`src/rtl/bullet_collider.sv`:
```
// bullet_collider: frame-synchronous collision scanner and HP keeper.
// On each frame tick it walks the bullet store's collision read port one
// entry at a time. It pulses is_collide for every bullet that hits the
// heart box, and applies damage or healing to a saturating HP register.
// Optional feature macro: BULLET_IFRAME_EN (invincibility frames after damage).
module bullet_collider #(
  parameter int NUM_BULLETS  = 8,
  parameter int IDX_W        = 3,
  parameter int HP_MAX       = 20,
  parameter int DAMAGE       = 4,
  parameter int HEAL         = 2,
  parameter int IFRAME_TICKS = 30
) (
  input  logic             clk,
  input  logic             reset,
  input  logic             frame_tick,
  input  logic [15:0]      player_pos,
  input  logic [15:0]      player_size,
  input  logic             player_moving,
  output logic [IDX_W-1:0] index,
  input  logic [15:0]      bullet_pos,
  input  logic [15:0]      bullet_size,
  input  logic [2:0]       bullet_color,
  input  logic             bullet_render,
  output logic             is_collide,
  output logic [7:0]       hp,
  output logic             busy,
  output logic             scan_done,
  output logic             game_over
);

  typedef enum logic [2:0] {
    IDLE  = 3'd0,
    FETCH = 3'd1,
    EVAL  = 3'd2,
    HIT   = 3'd3,
    DONE  = 3'd4,
    OVER  = 3'd5
  } state_e;

  localparam logic [2:0] COLOR_WHITE = 3'b000;
  localparam logic [2:0] COLOR_GREEN = 3'b001;
  localparam logic [2:0] COLOR_BLUE  = 3'b010;

  state_e           state_q, state_d;
  logic [IDX_W-1:0] index_q, index_d;
  logic [7:0]       hp_q, hp_d;

  logic [15:0]      bulPos_q, bulSize_q;
  logic [2:0]       bulColor_q;
  logic             bulRender_q;

  logic             isLast;
  logic             overlap;
  logic             colorWhite, colorGreen, colorBlue;
  logic             damaging;
  logic             hitQual;
  logic             iframeClear;
  logic             hitIsGreen;
  logic [8:0]       healSum;
  logic [7:0]       hpHealed, hpDamaged, hpHit;

  logic [8:0]       pxEnd, pyEnd, bxEnd, byEnd;
  logic             sizesNonZero;

  assign isLast = (index_q == IDX_W'(NUM_BULLETS - 1));

  // Box overlap on the fetched bullet; 9-bit right/bottom edges cannot wrap.
  always_comb begin
    pxEnd = {1'b0, player_pos[15:8]} + {1'b0, player_size[15:8]};
    pyEnd = {1'b0, player_pos[7:0]}  + {1'b0, player_size[7:0]};
    bxEnd = {1'b0, bulPos_q[15:8]}   + {1'b0, bulSize_q[15:8]};
    byEnd = {1'b0, bulPos_q[7:0]}    + {1'b0, bulSize_q[7:0]};
    sizesNonZero = (player_size[15:8] != 8'd0) && (player_size[7:0] != 8'd0) &&
                   (bulSize_q[15:8] != 8'd0)   && (bulSize_q[7:0] != 8'd0);
    overlap = sizesNonZero &&
              ({1'b0, player_pos[15:8]} < bxEnd) &&
              ({1'b0, bulPos_q[15:8]}   < pxEnd) &&
              ({1'b0, player_pos[7:0]}  < byEnd) &&
              ({1'b0, bulPos_q[7:0]}    < pyEnd);
  end

  assign colorWhite = (bulColor_q == COLOR_WHITE);
  assign colorGreen = (bulColor_q == COLOR_GREEN);
  assign colorBlue  = (bulColor_q == COLOR_BLUE);
  assign damaging   = colorWhite | (colorBlue & player_moving);
  assign hitQual    = bulRender_q & overlap & (colorGreen | (damaging & iframeClear));

  // HP after the hit currently being retired: saturating heal or clamped damage.
  always_comb begin
    hitIsGreen = colorGreen;
    healSum    = {1'b0, hp_q} + 9'(HEAL);
    hpHealed   = (healSum > 9'(HP_MAX)) ? 8'(HP_MAX) : healSum[7:0];
    hpDamaged  = (hp_q > 8'(DAMAGE)) ? (hp_q - 8'(DAMAGE)) : 8'd0;
    hpHit      = hitIsGreen ? hpHealed : hpDamaged;
  end

`ifdef BULLET_IFRAME_EN
  localparam int IF_W = $clog2(IFRAME_TICKS + 1);

  logic [IF_W-1:0] iframe_q, iframe_d;

  // Invincibility counter: reloads on a damaging hit, otherwise counts frame ticks down.
  always_comb begin
    iframe_d = iframe_q;
    if (frame_tick && (iframe_q != '0)) begin
      iframe_d = iframe_q - 1'b1;
    end
    if ((state_q == HIT) && !hitIsGreen) begin
      iframe_d = IF_W'(IFRAME_TICKS);
    end
  end

  // Invincibility counter register.
  always_ff @(posedge clk) begin
    if (reset) begin
      iframe_q <= '0;
    end else begin
      iframe_q <= iframe_d;
    end
  end

  assign iframeClear = (iframe_q == '0);
`else
  assign iframeClear = 1'b1;
`endif

  // Next-state logic: walks the entries, inserting a HIT cycle for each hit.
  always_comb begin
    state_d = state_q;
    index_d = index_q;
    case (state_q)
      IDLE: begin
        if (frame_tick) begin
          state_d = FETCH;
          index_d = '0;
        end
      end
      FETCH: state_d = EVAL;
      EVAL: begin
        if (hitQual) begin
          state_d = HIT;
        end else if (isLast) begin
          state_d = DONE;
        end else begin
          state_d = FETCH;
          index_d = index_q + 1'b1;
        end
      end
      HIT: begin
        if (hpHit == 8'd0) begin
          state_d = OVER;
        end else if (isLast) begin
          state_d = DONE;
        end else begin
          state_d = FETCH;
          index_d = index_q + 1'b1;
        end
      end
      DONE: begin
        state_d = IDLE;
        index_d = '0;
      end
      OVER:    state_d = OVER;
      default: state_d = IDLE;
    endcase
  end

  assign hp_d = (state_q == HIT) ? hpHit : hp_q;

  // State, index and HP registers.
  always_ff @(posedge clk) begin
    if (reset) begin
      state_q <= IDLE;
      index_q <= '0;
      hp_q    <= 8'(HP_MAX);
    end else begin
      state_q <= state_d;
      index_q <= index_d;
      hp_q    <= hp_d;
    end
  end

  // Capture the selected bullet during FETCH so EVAL sees stable values.
  always_ff @(posedge clk) begin
    if (reset) begin
      bulPos_q    <= '0;
      bulSize_q   <= '0;
      bulColor_q  <= '0;
      bulRender_q <= 1'b0;
    end else if (state_q == FETCH) begin
      bulPos_q    <= bullet_pos;
      bulSize_q   <= bullet_size;
      bulColor_q  <= bullet_color;
      bulRender_q <= bullet_render;
    end
  end

  // Moore outputs decoded from the current state.
  always_comb begin
    is_collide = (state_q == HIT);
    busy       = (state_q == FETCH) || (state_q == EVAL) ||
                 (state_q == HIT)   || (state_q == DONE);
    scan_done  = (state_q == DONE);
    game_over  = (state_q == OVER);
  end

  assign index = index_q;
  assign hp    = hp_q;

endmodule

```
`config.mk`:
```
export PLATFORM = sky130hd
export DESIGN_NAME = bullet_collider
export DESIGN_NICKNAME = d
export VERILOG_FILES = /design/src/rtl/bullet_collider.sv
export SDC_FILE = /design/constraint.sdc
export NUM_CORES = 1
export LEC_CHECK = 0
export CORE_MARGIN = 5
export CORE_UTILIZATION = 52
export DETAILED_ROUTE_END_ITERATION = 8
export PLACE_DENSITY = 0.81
export SLEW_MARGIN = 20
export SYNTH_ARGS = -nofsm -noshare
export SYNTH_HDL_FRONTEND = slang
export SYNTH_SLANG_ARGS = --single-unit
```
`constraint.sdc`:
```
create_clock -name clk -period 4.9 [get_ports clk]
set_input_delay 0.49 -clock clk [delete_from_list [all_inputs] [get_ports clk]]
set_output_delay 0.49 -clock clk [all_outputs]
set_load 0.03 [all_outputs]
```
== Yosys cells after proc, flatten, opt, wreduce, memory -nomap -nowiden ==
Cells that the tools add are included.

* Output and inout bits: 15
* Register bits: 50
* Word-level logic and storage cells: 68

* Reduce and logical (&&, ||, !) cells: 19
* $add $sub $neg: 7
* Bitwise operators: 5
* Equality and inequality tests: 11
* Multiplexer cells: 13
* $lt $le $gt $ge: 6

{| class="wikitable"
|+ Operators by type and width
! kind !! count
|-
| 8-bit by 8-bit adder with 9-bit output || 4
|-
| 8-bit by 9-bit less-than comparator with 1-bit output || 4
|-
| 8-bit nonzero test || 4
|-
| 3-bit two-way mux || 8
|-
| 8-bit two-way mux || 3
|-
| 3-bit case mux with 5 select lines || 1
|-
| 3-bit case mux with 4 select lines || 1
|-
| 8-bit by 2-bit adder with 9-bit output, second input constant || 1
|-
| 3-bit by 2-bit equality test with 1-bit output, second input constant || 3
|-
| 3-bit equality test, second input constant || 3
|-
| 9-bit by 5-bit greater-than comparator with 1-bit output, second input constant || 1
|-
| 8-bit by 3-bit greater-than comparator with 1-bit output, second input constant || 1
|-
| 8-bit logical NOT || 1
|-
| 8-bit by 3-bit subtractor with 8-bit output, second input constant || 1
|-
| 1-bit logical AND || 7
|-
| 3-bit by 1-bit equality test with 1-bit output, second input constant || 2
|-
| 3-bit logical NOT || 2
|-
| 2-bit inequality test, second input constant || 3
|-
| 4-bit AND reduction || 1
|-
| 4-bit nonzero test || 1
|-
| 3-bit by 1-bit adder with 3-bit output, second input constant || 1
|-
| 1-bit AND || 3
|-
| 1-bit logical OR || 3
|-
| 1-bit OR || 2
|}

== Depth between registers and ports, before layout ==
* Depth in word-level cells: 12
* Depth in mapped cells: 16
* Depth with buffers taken out: 16

== Worst setup path after synthesis ==
Ideal clock, no wire load.

* Path kind: reg2reg
* Start: register bulPos_q[0]
* End: register state_q[2]
* Data arrival time: 3.327 ns
* Library setup time: 0.115 ns
* Stages on the path, launching flop included: 16
* Path buffers: 0
* Path slack: 1.458 ns
* Period minus slack after synthesis: 3.442 ns
* Path through: dfxtp_1 ha_1 fa_1 a211oi_1 o21bai_1 a21oi_1 xor2_1 ha_1 and3_1 a221oi_1 o21ai_1 a211oi_1 nand3b_1 a311oi_2 nor2_1 o21a_1

* Longest elaborated chain between the ends: 8
* Elaborated cells between the ends (all ways): 9

{| class="wikitable"
|+ RTL lines
! what !! line !! source
|-
| start, declared || 49 || <nowiki>logic [15:0] bulPos_q, bulSize_q;</nowiki>
|-
| start signal, assigned || 192 || <nowiki>bulPos_q <= bullet_pos;</nowiki>
|-
| 8-bit by 8-bit adder with 9-bit output || 73 || <nowiki>byEnd = {1'b0, bulPos_q[7:0]} + {1'b0, bulSize_q[7:0]};</nowiki>
|-
| 8-bit by 9-bit less-than comparator with 1-bit output || 79 || <nowiki>({1'b0, player_pos[7:0]} < byEnd) &&</nowiki>
|-
| 1-bit logical AND || 78 || <nowiki>({1'b0, bulPos_q[15:8]} < pxEnd) &&</nowiki>
|-
| 1-bit logical AND (*) || 79 ||
|-
| 1-bit AND (*) (2 in series) || 87 || <nowiki>assign hitQual = bulRender_q & overlap & (colorGreen | (damaging & iframeClear));</nowiki>
|-
| 3-bit two-way mux (*) || 141 || <nowiki>if (hitQual) begin</nowiki>
|-
| 3-bit case mux with 5 select lines (*) || 132 || <nowiki>case (state_q)</nowiki>
|-
| end signal, assigned || 178 || <nowiki>state_q <= state_d;</nowiki>
|-
| end, declared || 45 || <nowiki>state_e state_q, state_d;</nowiki>
|}

Mark *: on every way between the ends. The rest lies on a longest branch, timed or not.
A chain may end at the register's enable or synchronous reset.

== Worst setup path in the final report ==
* Start: register bulSize_q[0]
* End: register index_q[1] (netlist: index[1])

* Longest elaborated chain between the ends: 10
* Elaborated cells between the ends (all ways): 12

{| class="wikitable"
|+ RTL lines
! what !! line !! source
|-
| start, declared || 49 ||
|-
| start signal, assigned || 193 || <nowiki>bulSize_q <= bullet_size;</nowiki>
|-
| parallel branches: the longest is 4 deep, another holds 8-bit by 8-bit adder with 9-bit output || -- ||
|-
| 1-bit logical AND (*) || 78 ||
|-
| 1-bit logical AND (*) || 79 ||
|-
| 1-bit AND (*) (2 in series) || 87 ||
|-
| 2-bit inequality test (no line) (*) || -- ||
|-
| 4-bit AND reduction (no line) (*) || -- ||
|-
| end signal, assigned || 179 || <nowiki>index_q <= index_d;</nowiki>
|-
| end, declared || 46 || <nowiki>logic [IDX_W-1:0] index_q, index_d;</nowiki>
|}

Every way passes the cells marked *.

==> impl_metrics.json <==
{
  "synth-main-ff-cell": "dfxtp_1",
  "core_um2": 7730,
  "cts_tree": "built",
  "powerDensity_nw_per_um2": 218,
  "critPathKind": "reg2reg",
  "gp_congestion": 0.871,
  "regArea_um2": 1000,
  "netlist_area_um2": 4130,
  "grt_max_degree": 37,
  "cp.depth": 15,
  "synth_edf_count": 0,
  "layout_common_cells": "nand2_1, clkdlybuf4s50_1, ha_1",
  "crit_path_start": "bulSize_q[0]$_SDFFE_PP0P_",
  "worst-endpoint-arrival_ns": 4.17,
  "cts_buffers": 5,
  "first_pass_iters": 4,
  "vdd_drop_max_uv": 137,
  "cts_hold_buf": 0,
  "grt_pass1_wl_um": 18300,
  "wirelength_um": 10800,
  "grt-ovfl-total": 0,
  "cts.repair.resized": 0,
  "seq_area_frac_synth_pct": 24.3,
  "critPathBufInv": 0,
  "maxSlewViolCount": 0,
  "finalHoldViolations": 0,
  "insertion_delay_ns": 0.30,
  "cts_root_buf": "clkbuf_8",
  "maxSlewHeadroom_pct": 57.1,
  "post-route-util_pct": 67.0,
  "max_stage_delay_ns": 0.55,
  "worstMarginPinSlew_ns": 0.644,
  "worst_setup_path_start_kind": "flip-flop",
  "htree_levels": 2,
  "nets": 751,
  "synth_cell_type_count": 56,
  "fin_crit_sh_pct": 81.6,
  "async_reset_ff_share_pct": 0,
  "crit_path_end": "index[1]$_SDFFE_PP0P_",
  "setup_ws_ns": 0.902,
  "antenna_found_initial": 0,
  "critPathMaxFanout": 9,
  "dieHeight_um": 99.1,
  "clock_path_buffers": 2,
  "postPlaceCellArea_um2": 5070,
  "rr_startpoint": "bulSize_q[0]$_SDFFE_PP0P_",
  "ys_ff_latch": 50,
  "avgViaCountPerCell": 5.71,
  "worstHoldPathType": "reg2reg",
  "multi_input_area_um2": 2980,
  "synth_area_leaders": "dfxtp_1, ha_1, nand2_1",
  "cts.sinks": 50,
  "crit_required_ns": 5.07,
  "max_clock_freq_mhz": 250,
  "layout_commonest_cell": "nand2_1",
  "grt_setup_unrepaired": "no",
  "drv_cap": 0,
  "drive_gt1_share_pct": 3.61,
  "power.leakage_uw": 0.00213,
  "ys_warn_count": 0,
  "path_cells": "ha_1 -> fa_1 -> a211oi_1 -> o21bai_1 -> a21oi_1 -> xor2_1 -> ha_1 -> and3_1 -> a221oi_1 -> o21ai_1 -> a211oi_1 -> nand3b_1 -> a311oi_2 -> nand4b_1 -> a31oi_1",
  "track_usage_pct": 22.1,
  "status": "finished clean",
  "clk_pin_slew_ns": 0.09,
  "ff2ff_path_depth": 15,
  "p_total_uw": 1130,
  "wl_per_cell_um": 15.1,
  "design_area_um2": 5170,
  "reg2reg_to": "index[1]$_SDFFE_PP0P_",
  "grt_pass1_vias": 4022,
  "syn_area_per_cell_um2": 7.77,
  "end_kind": "flip-flop",
  "setup_viol": 0,
  "diodes": 0,
  "slowest_stage": "a311oi_2",
  "io-pin-count": 87,
  "syn_to_final_growth_pct": 25.4,
  "pre_cts_slack_ns": 0.687,
  "min_period_ns": 4.00,
  "setup_tns_ns": 0,
  "synth_top_cell_by_area": "dfxtp_1",
  "vias": 4068,
  "ant_nets": 0,
  "initialDrtViolationCount": 166,
  "synthCells": 531,
  "syn_nets": 673,
  "die_area_um2": 9810,
  "r2r_setup_slack_ns": 0.90,
  "yosys.area.top_type_share_pct": 24.3,
  "cts_setup_buffers": 0,
  "drc": 0,
  "cpLargestDelayFamily": "compound AO/OA/AOI/OAI gates",
  "die_w_um": 99.1,
  "rows": 32,
  "place_hpwl_um": 8620,
  "portBuffers": 86,
  "fill_cells": 663,
  "start_util_pct": 53.4,
  "skew_ns": 0.00544
}
-- how the worst min path moves through the flow --
stage	startpoint	cells past startpoint	slack, ns	to
finish	bulRender_q$_SDFFE_PP0P_	2	0.47	bulRender_q$_SDFFE_PP0P_
CTS	bulRender_q$_SDFFE_PP0P_	2	0.47	bulRender_q$_SDFFE_PP0P_
floorplan	bulRender_q$_SDFFE_PP0P_	2	0.44	bulRender_q$_SDFFE_PP0P_
global placement	bulRender_q$_SDFFE_PP0P_	2	0.44	bulRender_q$_SDFFE_PP0P_
detailed placement	bulRender_q$_SDFFE_PP0P_	2	0.46	bulRender_q$_SDFFE_PP0P_
global route	bulRender_q$_SDFFE_PP0P_	2	0.50	bulRender_q$_SDFFE_PP0P_
-- cell usage after synthesis, drive strengths merged (5+ instances only) --
library cell / instances
nand2: 93
nor4: 10
dfxtp: 50
nand2b: 12
a211oi: 5
a21oi: 64
o21ai: 34
inv: 21
nor2b: 8
o21bai: 8
xnor2: 14
a31oi: 5
xor2: 8
a21o: 9
clkbuf: 15
ha: 66
nand3: 13
nor2: 31
nand4: 5
nor3: 6
-- layer usage --
layer | GRT usage (%) | wire length, um
met1 | 29.9 | 4970
met3 | 3.47 | 585
met2 | 36.6 | 5040
met4 | 5.88 | 159
met5 | 0 | 0
-- sequential cells by signal, indices dropped and copies added, names as in the netlist --
signal / count
index: 3
bulRender_q: 1
bulSize_q: 16
bulColor_q: 3
hp: 8
bulPos_q: 16
state_q: 3
-- where the power goes --
group	switching, uW	internal [uW]
clock	142	153
sequential	23.8	429
combinational	197	186
total	363	768
-- stage by stage --
stage               std cells  hold WS [ns]
global route              712         0.503
CTS                       712         0.470
global placement          704         0.444
floorplan                 531         0.437
detailed placement        704         0.457
finish                    712         0.469
-- worst min-delay path, stage by stage (launching register included) --
cell and delay [ns]:
dfxtp_1 0.32, nand2_1 0.05, a21oi_1 0.05
-- cell type report --
| type | instances | share of cell area, % |
|---|---|---|
| Multi-Input combinational cell | 442 | 57.5 |
| Sequential cell | 50 | 19.3 |
| Clock buffer | 5 | 1.33 |
| Tap cell | 102 | 2.47 |
| Timing Repair Buffer | 89 | 17.0 |
| Clock inverter | 3 | 0.846 |
| Inverter | 21 | 1.52 |
-- logic make-up after synthesis --
logic type      share of synthesized area [%]
flops                                    24.3
xor+xnor                                 4.67
mux                                     0.364
compound gates                           22.7
fa+ha+maj                                22.0
buf+inv                                  3.64
simple gates                             22.4
Note: power is estimated with default switching activity, not from simulation.
